## config.mk

```make
export PLATFORM = sky130hd
export DESIGN_NAME = colorram_cpu_port
export DESIGN_NICKNAME = d
export VERILOG_FILES = /design/src/rtl/salamander_pkg.sv /design/src/rtl/colorram_cpu_port.sv
export SDC_FILE = /design/constraint.sdc
export NUM_CORES = 1
export LEC_CHECK = 0
export CAP_MARGIN = 20
export CORE_ASPECT_RATIO = 0.8
export CORE_MARGIN = 2
export CORE_UTILIZATION = 33
export CTS_CLUSTER_DIAMETER = 120
export DETAILED_ROUTE_END_ITERATION = 16
export SLEW_MARGIN = 20
export SYNTH_ARGS = -nofsm -noshare
export SYNTH_HDL_FRONTEND = slang
export SYNTH_SLANG_ARGS = --single-unit
export TNS_END_PERCENT = 5
```

## constraint.sdc

```tcl
create_clock -name i_EMU_MCLK -period 2.7 [get_ports i_EMU_MCLK]
set_input_delay 0.405 -clock i_EMU_MCLK [delete_from_list [all_inputs] [get_ports i_EMU_MCLK]]
set_output_delay 0.405 -clock i_EMU_MCLK [all_outputs]
set_load 0.02 [all_outputs]
```

## src/rtl/salamander_pkg.sv

```systemverilog
// Shared definitions for the color RAM CPU port: access state encoding and RAM geometry.
package salamander_pkg;

  localparam int COLORRAM_AW = 11;
  localparam int COLORRAM_DW = 16;

  typedef enum logic [1:0] {
    ST_IDLE      = 2'd0,
    ST_WAIT_SLOT = 2'd1,
    ST_ACCESS    = 2'd2,
    ST_ACK       = 2'd3
  } colorram_state_e;

endpackage

```

## src/rtl/colorram_cpu_port.sv

```systemverilog
// 68000 access port to the color RAM: each CPU cycle borrows one whole pixel slot
// from the palette lookup, preferably during blanking to avoid on-screen snow.
module colorram_cpu_port
  import salamander_pkg::*;
#(
  parameter int SNOW_FREE  = 1,
  parameter int WAIT_LIMIT = 512
) (
  input  logic                   i_EMU_MCLK,
  input  logic                   i_MRST,
  input  logic                   i_EMU_CLK6MPCEN_n,
  input  logic                   i_BLK,
  input  logic [COLORRAM_AW-1:0] i_CD,
  input  logic                   i_COLORRAM_CS_n,
  input  logic                   i_CPU_AS_n,
  input  logic                   i_CPU_RW,
  input  logic                   i_CPU_UDS_n,
  input  logic                   i_CPU_LDS_n,
  input  logic [COLORRAM_AW-1:0] i_CPU_ADDR,
  input  logic [COLORRAM_DW-1:0] i_CPU_DIN,
  output logic [COLORRAM_DW-1:0] o_CPU_DOUT,
  output logic                   o_DTACK_n,
  output logic                   o_COLORRAM_n,
  output logic [COLORRAM_AW-1:0] o_RAM_ADDR,
  output logic [COLORRAM_DW-1:0] o_RAM_DIN,
  output logic                   o_RAM_WR_UDS_n,
  output logic                   o_RAM_WR_LDS_n,
  input  logic [COLORRAM_DW-1:0] i_RAM_DOUT
);

  colorram_state_e        state_q, state_d;
  logic [9:0]             cnt_q, cnt_d;
  logic [COLORRAM_AW-1:0] addr_q, addr_d;
  logic                   rw_q, rw_d;
  logic                   uds_n_q, uds_n_d;
  logic                   lds_n_q, lds_n_d;
  logic [COLORRAM_DW-1:0] din_q, din_d;
  logic [COLORRAM_DW-1:0] dout_q, dout_d;
  logic                   dtack_n_q, dtack_n_d;
  logic                   colorram_n_q, colorram_n_d;
  logic                   wr_uds_n_q, wr_uds_n_d;
  logic                   wr_lds_n_q, wr_lds_n_d;

  logic        pix_en;
  logic        start;
  logic [10:0] cnt_inc;
  logic        limit_hit;
  logic        grant_ok;

  assign pix_en    = ~i_EMU_CLK6MPCEN_n;
  assign start     = ~i_COLORRAM_CS_n & ~i_CPU_AS_n & (~i_CPU_UDS_n | ~i_CPU_LDS_n);
  assign cnt_inc   = {1'b0, cnt_q} + 11'd1;
  assign limit_hit = (cnt_inc >= 11'(WAIT_LIMIT));
  assign grant_ok  = (SNOW_FREE == 0) | ~i_BLK | limit_hit;

  always_comb begin
    state_d      = state_q;
    cnt_d        = cnt_q;
    addr_d       = addr_q;
    rw_d         = rw_q;
    uds_n_d      = uds_n_q;
    lds_n_d      = lds_n_q;
    din_d        = din_q;
    dout_d       = dout_q;
    dtack_n_d    = dtack_n_q;
    colorram_n_d = colorram_n_q;
    wr_uds_n_d   = wr_uds_n_q;
    wr_lds_n_d   = wr_lds_n_q;

    case (state_q)
      ST_IDLE: begin
        if (start) begin
          addr_d  = i_CPU_ADDR;
          rw_d    = i_CPU_RW;
          uds_n_d = i_CPU_UDS_n;
          lds_n_d = i_CPU_LDS_n;
          din_d   = i_CPU_DIN;
          cnt_d   = 10'd0;
          state_d = ST_WAIT_SLOT;
        end
      end
      ST_WAIT_SLOT: begin
        // An abandoned bus cycle wins over a simultaneous grant, so nothing touches the RAM.
        if (i_CPU_AS_n) begin
          state_d = ST_IDLE;
        end else if (pix_en) begin
          if (grant_ok) begin
            state_d      = ST_ACCESS;
            colorram_n_d = 1'b0;
            if (!rw_q) begin
              wr_uds_n_d = uds_n_q;
              wr_lds_n_d = lds_n_q;
            end
          end else if (cnt_q != 10'h3FF) begin
            cnt_d = cnt_q + 10'd1;
          end
        end
      end
      ST_ACCESS: begin
        // Once granted the slot always runs to the closing pixel enable.
        if (pix_en) begin
          if (rw_q) begin
            dout_d = i_RAM_DOUT;
          end
          colorram_n_d = 1'b1;
          wr_uds_n_d   = 1'b1;
          wr_lds_n_d   = 1'b1;
          if (i_CPU_AS_n) begin
            state_d = ST_IDLE;
          end else begin
            state_d   = ST_ACK;
            dtack_n_d = 1'b0;
          end
        end
      end
      ST_ACK: begin
        if (i_CPU_AS_n) begin
          dtack_n_d = 1'b1;
          state_d   = ST_IDLE;
        end
      end
      default: state_d = ST_IDLE;
    endcase
  end

  always_ff @(posedge i_EMU_MCLK or posedge i_MRST) begin
    if (i_MRST) begin
      state_q      <= ST_IDLE;
      cnt_q        <= 10'd0;
      addr_q       <= '0;
      rw_q         <= 1'b1;
      uds_n_q      <= 1'b1;
      lds_n_q      <= 1'b1;
      din_q        <= '0;
      dout_q       <= '0;
      dtack_n_q    <= 1'b1;
      colorram_n_q <= 1'b1;
      wr_uds_n_q   <= 1'b1;
      wr_lds_n_q   <= 1'b1;
    end else begin
      state_q      <= state_d;
      cnt_q        <= cnt_d;
      addr_q       <= addr_d;
      rw_q         <= rw_d;
      uds_n_q      <= uds_n_d;
      lds_n_q      <= lds_n_d;
      din_q        <= din_d;
      dout_q       <= dout_d;
      dtack_n_q    <= dtack_n_d;
      colorram_n_q <= colorram_n_d;
      wr_uds_n_q   <= wr_uds_n_d;
      wr_lds_n_q   <= wr_lds_n_d;
    end
  end

  assign o_CPU_DOUT     = dout_q;
  assign o_DTACK_n      = dtack_n_q;
  assign o_COLORRAM_n   = colorram_n_q;
  assign o_RAM_ADDR     = colorram_n_q ? i_CD : addr_q;
  assign o_RAM_DIN      = din_q;
  assign o_RAM_WR_UDS_n = wr_uds_n_q;
  assign o_RAM_WR_LDS_n = wr_lds_n_q;

endmodule

```

* Word level (Yosys, flattened, before mapping)
Index checks and enable logic that the tools add are counted.
** Operators by class
- Bitwise gates (word level) :: 10
- Mux-type cells :: 34
- Magnitude comparators :: 1
- Equality and inequality tests :: 16
- Reductions and logical operators :: 11
- $add $sub $neg :: 2
** Operator list (count)
- 10-bit two-way mux :: 5
- 2-bit inequality test, second input constant :: 10
- 10-bit case mux with 2 select lines :: 1
- 1-bit two-way mux :: 15
- 2-bit two-way mux :: 7
- 6-bit AND reduction :: 2
- 10-bit by 1-bit adder with 11-bit output, second input constant :: 1
- 11-bit by 10-bit >= comparator with 1-bit output, second input constant :: 1
- 11-bit two-way mux :: 1
- 10-bit by 1-bit adder with 10-bit output, second input constant :: 1
- 10-bit inequality test, second input constant :: 1
- 5-bit AND reduction :: 2
- 1-bit case mux with 2 select lines :: 4
- 2-bit case mux with 4 select lines :: 1
- 3-bit inequality test, second input constant :: 2
- 1-bit inverter :: 6
- 2-bit nonzero test :: 3
- 2-bit equality test, second input constant :: 2
- 4-bit AND reduction :: 1
- 3-bit AND reduction :: 1
- 1-bit AND :: 2
- 2-bit by 1-bit equality test with 1-bit output, second input constant :: 1
- 2-bit logical NOT :: 1
- 1-bit bitwise OR :: 2
- 2-bit AND reduction :: 1
** Word-level totals
- Input bits :: 63
- Bits in registers :: 62
- Output and inout port bits :: 47

* Depth between registers and ports, before layout
Gate-level depths: netlist (run 1).
- Word-level depth :: 7
- Mapped depth :: 7
- Gate-level depth less buffers :: 6

* Worst setup path after synthesis (run 1)
OpenSTA, ideal clock, no wires.
- Path kind :: register to register
- Start :: register cnt_q[0]
- End :: register cnt_q[6]
- Arrival time :: 2146 ps
- Slack :: 435 ps
- Setup time :: 119 ps
- Cell stages (with the launch flop) :: 8
- Path through :: dfrtp_1 > ha_1 > a21bo_2 > or4_4 > and3_4 > buf_2 > o31a_1 > o21a_1
** Between the ends
- Word-level cells in the longest chain between the ends :: 6
** Ends and longest elaborated chain
- start: declaration :: line colorram_cpu_port.sv:32 : logic [9:0] cnt_q, cnt_d;
- start signal: assignment :: line colorram_cpu_port.sv:142 : cnt_q <= cnt_d;
- branches (longest 6 deep; another with 10-bit by 1-bit adder with 11-bit output)
Parallel ways; which one is timed is not known. The select of a mux whose other input is x is not followed.
A chain may end at the register's enable or synchronous reset.

* Worst setup path in the final report (run 1)
- Start :: register cnt_q[0]
- End :: register cnt_q[5]
The elaborated chain is that of the path after synthesis.

==> results of run 1 <==
-- where the power goes --
| group | switching [uW] | internal (uW) | leakage, uW | total (uW) |
|---|---|---|---|---|
| registers | 188 | 1230 | 0.000784 | 1420 |
| logic | 691 | 792 | 0.00100 | 1480 |
| clock network | 371 | 355 | 0.0000824 | 727 |
-- cell usage in the layout, fill, tap and decap left out, types with 3 or more instances in the layout --
master,Yosys,layout
nand2_1,98,98
mux2_2,29,29
nand4_1,3,3
nand3_1,10,10
inv_1,6,5
a21oi_1,8,8
clkdlybuf4s50_1,0,109
o21ai_0,6,6
clkbuf_8,0,10
o31ai_1,3,3
nor4_1,3,3
nor2_1,8,7
dfstp_2,7,7
nand2b_1,3,3
buf_4,0,5
dfrtp_1,55,55
and2_1,4,4
-- kinds of logic after synthesis --
family,Yosys count
compound gates,30
fa+ha+maj,1
buf+inv,19
flops,62
mux,30
simple gates,141
-- metrics by stage --
| stage | hold slack [ns] | area (sq um) | std cells | util | power, uW |
|---|---|---|---|---|---|
| finish | 0.437 | 4230 | 513 | 0.503 | 3630 |
| global route | 0.471 | 4230 | 513 | 0.503 | 3870 |
| CTS | 0.453 | 4230 | 513 | 0.503 | 3690 |
| detailed placement | 0.448 | 4060 | 497 | 0.482 | 2940 |
| global placement | 0.448 | 4060 | 497 | 0.482 | 2930 |
| floorplan | 0.436 | 2830 | 283 | - | 2190 |
-- area by class of cell --
class                           instances  area [sq um]
Clock buffer                           12           145
Clock inverter                          4          25.0
Fill cell                             807          4180
Inverter                                6          22.5
Multi-Input combinational cell        202          1180
Sequential cell                        62          1560
Tap cell                              112           140
Timing Repair Buffer                  115          1150
-- state kept, by name, summed over array words and instances (netlist names) --
name,cells
state_q,2
o_DTACK_n,1
uds_n_q,1
o_COLORRAM_n,1
o_RAM_WR_LDS_n,1
o_RAM_WR_UDS_n,1
lds_n_q,1
o_RAM_DIN,16
rw_q,1
cnt_q,10
addr_q,11
o_CPU_DOUT,16
-- critical path: cells and delay by family, from the launching register on --
family                   cells  cell delay [ns]
adder cells (fa/ha/maj)      1             0.30
AND/OR/NAND/NOR              3             1.21
flip-flops                   1             0.43
AO/OA/AOI/OAI                2             0.40
-- layer usage --
layer	GRT usage	vias to the layer above
li1	-	1188
met1	0.204	1129
met2	0.245	71
met3	0.0729	13
met4	0.0571	0
met5	0	-
-- final timing paths --
path / start / to / slack (ns) / cells past startpoint
setup / recovery: cnt_q[0] / cnt_q[5] / 0.29 / 6
hold / removal: i_MRST / o_CPU_DOUT[3] / 0.44 / 3
setup reg to reg: cnt_q[0] / cnt_q[5] / 0.29 / 6
hold reg to reg: lds_n_q / lds_n_q / 0.46 / 2
max in group asynchronous: i_MRST / o_RAM_WR_LDS_n / 1.92 / 3
min in group i_EMU_MCLK: lds_n_q / lds_n_q / 0.46 / 2
==> impl_metrics.ini, run 1 <==
[synthesis]
synth_xor_area_frac = 0
synth_nets = 347
ys.flop_type = dfrtp_1
synth_fa_ha_area_frac = 0.00443
synth_warnings = 0
synth.cell_area_sq_mm = 0.00283
async_reset_ff_frac = 1.00
synth_common_cells = 98 x nand2_1, 55 x dfrtp_1, 29 x mux2_2
ys_types = 38
synth_enable_flop_cells = 0
synthMuxAreaShare = 0.119
ys_seq_elements = 62
yosys.area_share.simple = 0.224
netlist_instances = 283
avgSynthCellArea_sq_um = 9.98
synth_top_area_share = 0.487
synth_area_leaders = dfrtp_1 49%, nand2_1 13%, mux2_2 12%
synth.most_common_cell = nand2_1
synth_area_leader_cell = dfrtp_1
synth_compound_area_frac = 0.0709
yosysSeqAreaShare = 0.552
synth_top_family_by_area = simple AND/OR/NAND/NOR gates

[clock_tree]
cts_buffers = 9
cts.sinks = 62
cts_tree = built
cts_resized = 0
worst_setup_hold_path_clk_slew_ns = 0.08
clockRootBuffer = clkbuf_8
clock_path_buffers = 2
h-tree-depth = 3
cts_hold_buf = 0
clock_latency_ns = 0.35
post_cts_buffers = 0

[die]
io_pins = 110
chipHeight_um = 86.8
initial_core_util = 0.336
die_w_um = 107
core_area_sq_mm = 0.00841
fp.dieArea_sq_mm = 0.00932
rows = 30

[sta]
skew_ns = 0.0109
worst_slack_ns = 0.290
min_period_ns = 2.41
max_slew_margin = 0.531
timing.final.hold_violations = 0
finalMaxSlewViolations = 0
worst_pin_slew_ns = 0.703
timing.fmax_mhz = 415
rsz0062_at_grt = no
final-setup-viol-count = 0
fin_tns_setup_ns = 0
finalCritPeriodShare = 0.892

[setup_path]
cpMaxStageDelayCell = or4_4
required_ns = 2.97
cpPeakStageDelay_ns = 0.49
critPathMaxFanout = 13
path_cells = ha_1 > a21bo_2 > or4_4 > and3_4 > or4_1 > a21oi_1
criticalPathCategory = reg -> reg
arrival_ns = 2.68
start_kind = flip-flop
end_kind = flip-flop

[power_and_ir_drop]
max-vdd-ir-drop_uv = 381
p_per_area_mw_per_mm2 = 859
p_leak_uw = 0.00187

[final_layout]
drive_gt1_frac = 0.162
area_delta_synth_final_pct = 49.6
antennaDiodeCount = 0
layout.nets = 460

[min_path]
min_path_type = in -> async

[routing]
wl_mm = 6.91
drc = 0
num_vias = 2401
drt_iter0_markers = 91
drt-met1-wl_mm = 3.12
vias_per_cell = 4.68
post_drt_wl_per_cell_um = 13.5
highest_layer = met4
dr.pass1.iters = 4
drtAntennaViolNets = 0
wl_met3_um = 617
dr_wl_met2_mm = 3.05

[run]
drv_cap = 0

[global_routing]
grt_usage = 0.161
grt_overflow = 0
grt_pass1_vias = 2385
antenna_found_initial = 0
grt_max_degree = 63
grt_pass1_wl_mm = 11.7

[place]
dp_hpwl_mm = 4.76
io_buffers = 109
place_ws_ns = 0.0849
place_congestion = 0.813

[status]
status = completed
No activity file was read; power rests on OpenSTA's default activity.
==> inputs of run 2 (changes only) <==
Settings changed: CORE_UTILIZATION 33 to 44, CTS_BUF_LIST from default to sky130_fd_sc_hd__clkbuf_4 sky130_fd_sc_hd__clkbuf_8 sky130_fd_sc_hd__clkbuf_16, PLACE_DENSITY from default to 0.81.
==> impl_metrics.ini, run 2 (same netlist as run 1, synthesis figures left out) <==
[final_layout]
layout_common_cells = 109 x clkdlybuf4s50_1, 98 x nand2_1, 55 x dfrtp_1
layout.nets = 459
fillers = 522
multi_input_area_sq_mm = 0.00118
fin_area_sq_mm = 0.00421
area_delta_synth_final_pct = 49.1
final_common_cell = clkdlybuf4s50_1
regArea_sq_mm = 0.00156
drive_gt1_frac = 0.165
antennaDiodeCount = 0
fin_util = 0.667
final_cells = 484

[global_routing]
grt_max_degree = 36
grt_usage = 0.214
antenna_found_initial = 0
grt_overflow = 0
grt_pass1_wl_mm = 11.4
grt_pass1_vias = 2500

[sta]
final-setup-viol-count = 0
worst_pin_slew_ns = 0.674
rsz0062_at_grt = no
finalMaxSlewViolations = 0
timing.fmax_mhz = 414
finalCritPeriodShare = 0.895
skew_ns = 0.00891
fin_tns_setup_ns = 0
min_period_ns = 2.42
max_slew_margin = 0.551
timing.final.hold_violations = 0

[die]
core_area_sq_mm = 0.00631
io_pins = 110
rows = 26
initial_core_util = 0.448
chipHeight_um = 75.7
fp.dieArea_sq_mm = 0.00708
die_w_um = 93.6

[place]
place_congestion = 0.859
dp_cells = 468
dp_hpwl_mm = 5.14
place_area_sq_mm = 0.00401
io_buffers = 109

[routing]
vias_per_cell = 5.00
post_drt_wl_per_cell_um = 14.6
drtAntennaViolNets = 0
drt_iter0_markers = 164
dr.pass1.iters = 4
drc = 0
num_vias = 2421
wl_mm = 7.06

[setup_path]
critPathMaxFanout = 13
start_kind = flip-flop
arrival_ns = 2.69
criticalPathCategory = reg -> reg
cp_top_family = simple AND/OR/NAND/NOR gates
cpPeakStageDelay_ns = 0.49
path_cells = ha_1 > a21bo_2 > or4_4 > and3_4 > or4_1 > a21oi_1
required_ns = 2.97
cpMaxStageDelayCell = or4_4
critPathBufInv = 0
end_kind = flip-flop

[power_and_ir_drop]
p_per_area_mw_per_mm2 = 891
max-vdd-ir-drop_uv = 523
p_leak_uw = 0.00188

[clock_tree]
post_cts_buffers = 0
clockRootBuffer = clkbuf_8
cts_hold_buf = 0
clock_path_buffers = 2
h-tree-depth = 3
cts_buffers = 9
worst_setup_hold_path_clk_slew_ns = 0.07
cts_tree = built
clock_latency_ns = 0.35
cts_resized = 0
cts.sinks = 62

[status]
status = completed

[run]
drv_cap = 0

[min_path]
min_path_type = in -> async
run 2: cell types whose count changed in the layout (fill, tap and decap cells not counted), sizes merged:
cell and change:
bufinv +1, clkinv +2, clkbuf -3, inv +1, buf -1, clkinvlp -1
run 2: report_power, final:
part / switching, uW / internal [uW] / total, uW
Clock: 390 / 428 / 818
Combinational: 710 / 795 / 1510
Sequential: 194 / 1230 / 1430
Total: 1290 / 2460 / 3750
run 2: layout make-up:
cell class,count,share of cell area
multi-input cells,202,0.281
inverters,6,0.00535
clock buffers,9,0.0294
clock inverters,7,0.0175
well taps,84,0.0250
flip-flops and latches,62,0.370
repair buffers,114,0.271
run 2: stage by stage:
step	power [uW]	hold slack, ns	setup slack (ns)
CTS	3790	0.205	0.262
global route	3970	0.220	0.159
detailed placement	2960	0.448	0.220
floorplan	2190	0.436	0.435
finish	3750	0.220	0.283
global placement	2910	0.446	0.277
run 2: final timing paths:
| kind | cells after the start | slack, ns | start | end |
|---|---|---|---|---|
| setup reg to reg | 6 | 0.28 | cnt_q[0] | cnt_q[8] |
| hold reg to reg | 2 | 0.46 | uds_n_q | uds_n_q |
| setup / recovery | 6 | 0.28 | cnt_q[0] | cnt_q[8] |
| max in group asynchronous | 3 | 1.87 | i_MRST | o_RAM_WR_LDS_n |
| hold / removal | 2 | 0.22 | i_MRST | o_CPU_DOUT[9] |
| min in group i_EMU_MCLK | 2 | 0.46 | uds_n_q | uds_n_q |
run 2: layer usage:
metal | part of all wire | global-route usage
met3 | 0.082 | 0.0940
met2 | 0.49 | 0.349
met5 | 0 | 0
met1 | 0.41 | 0.249
met4 | 0.016 | 0.0998
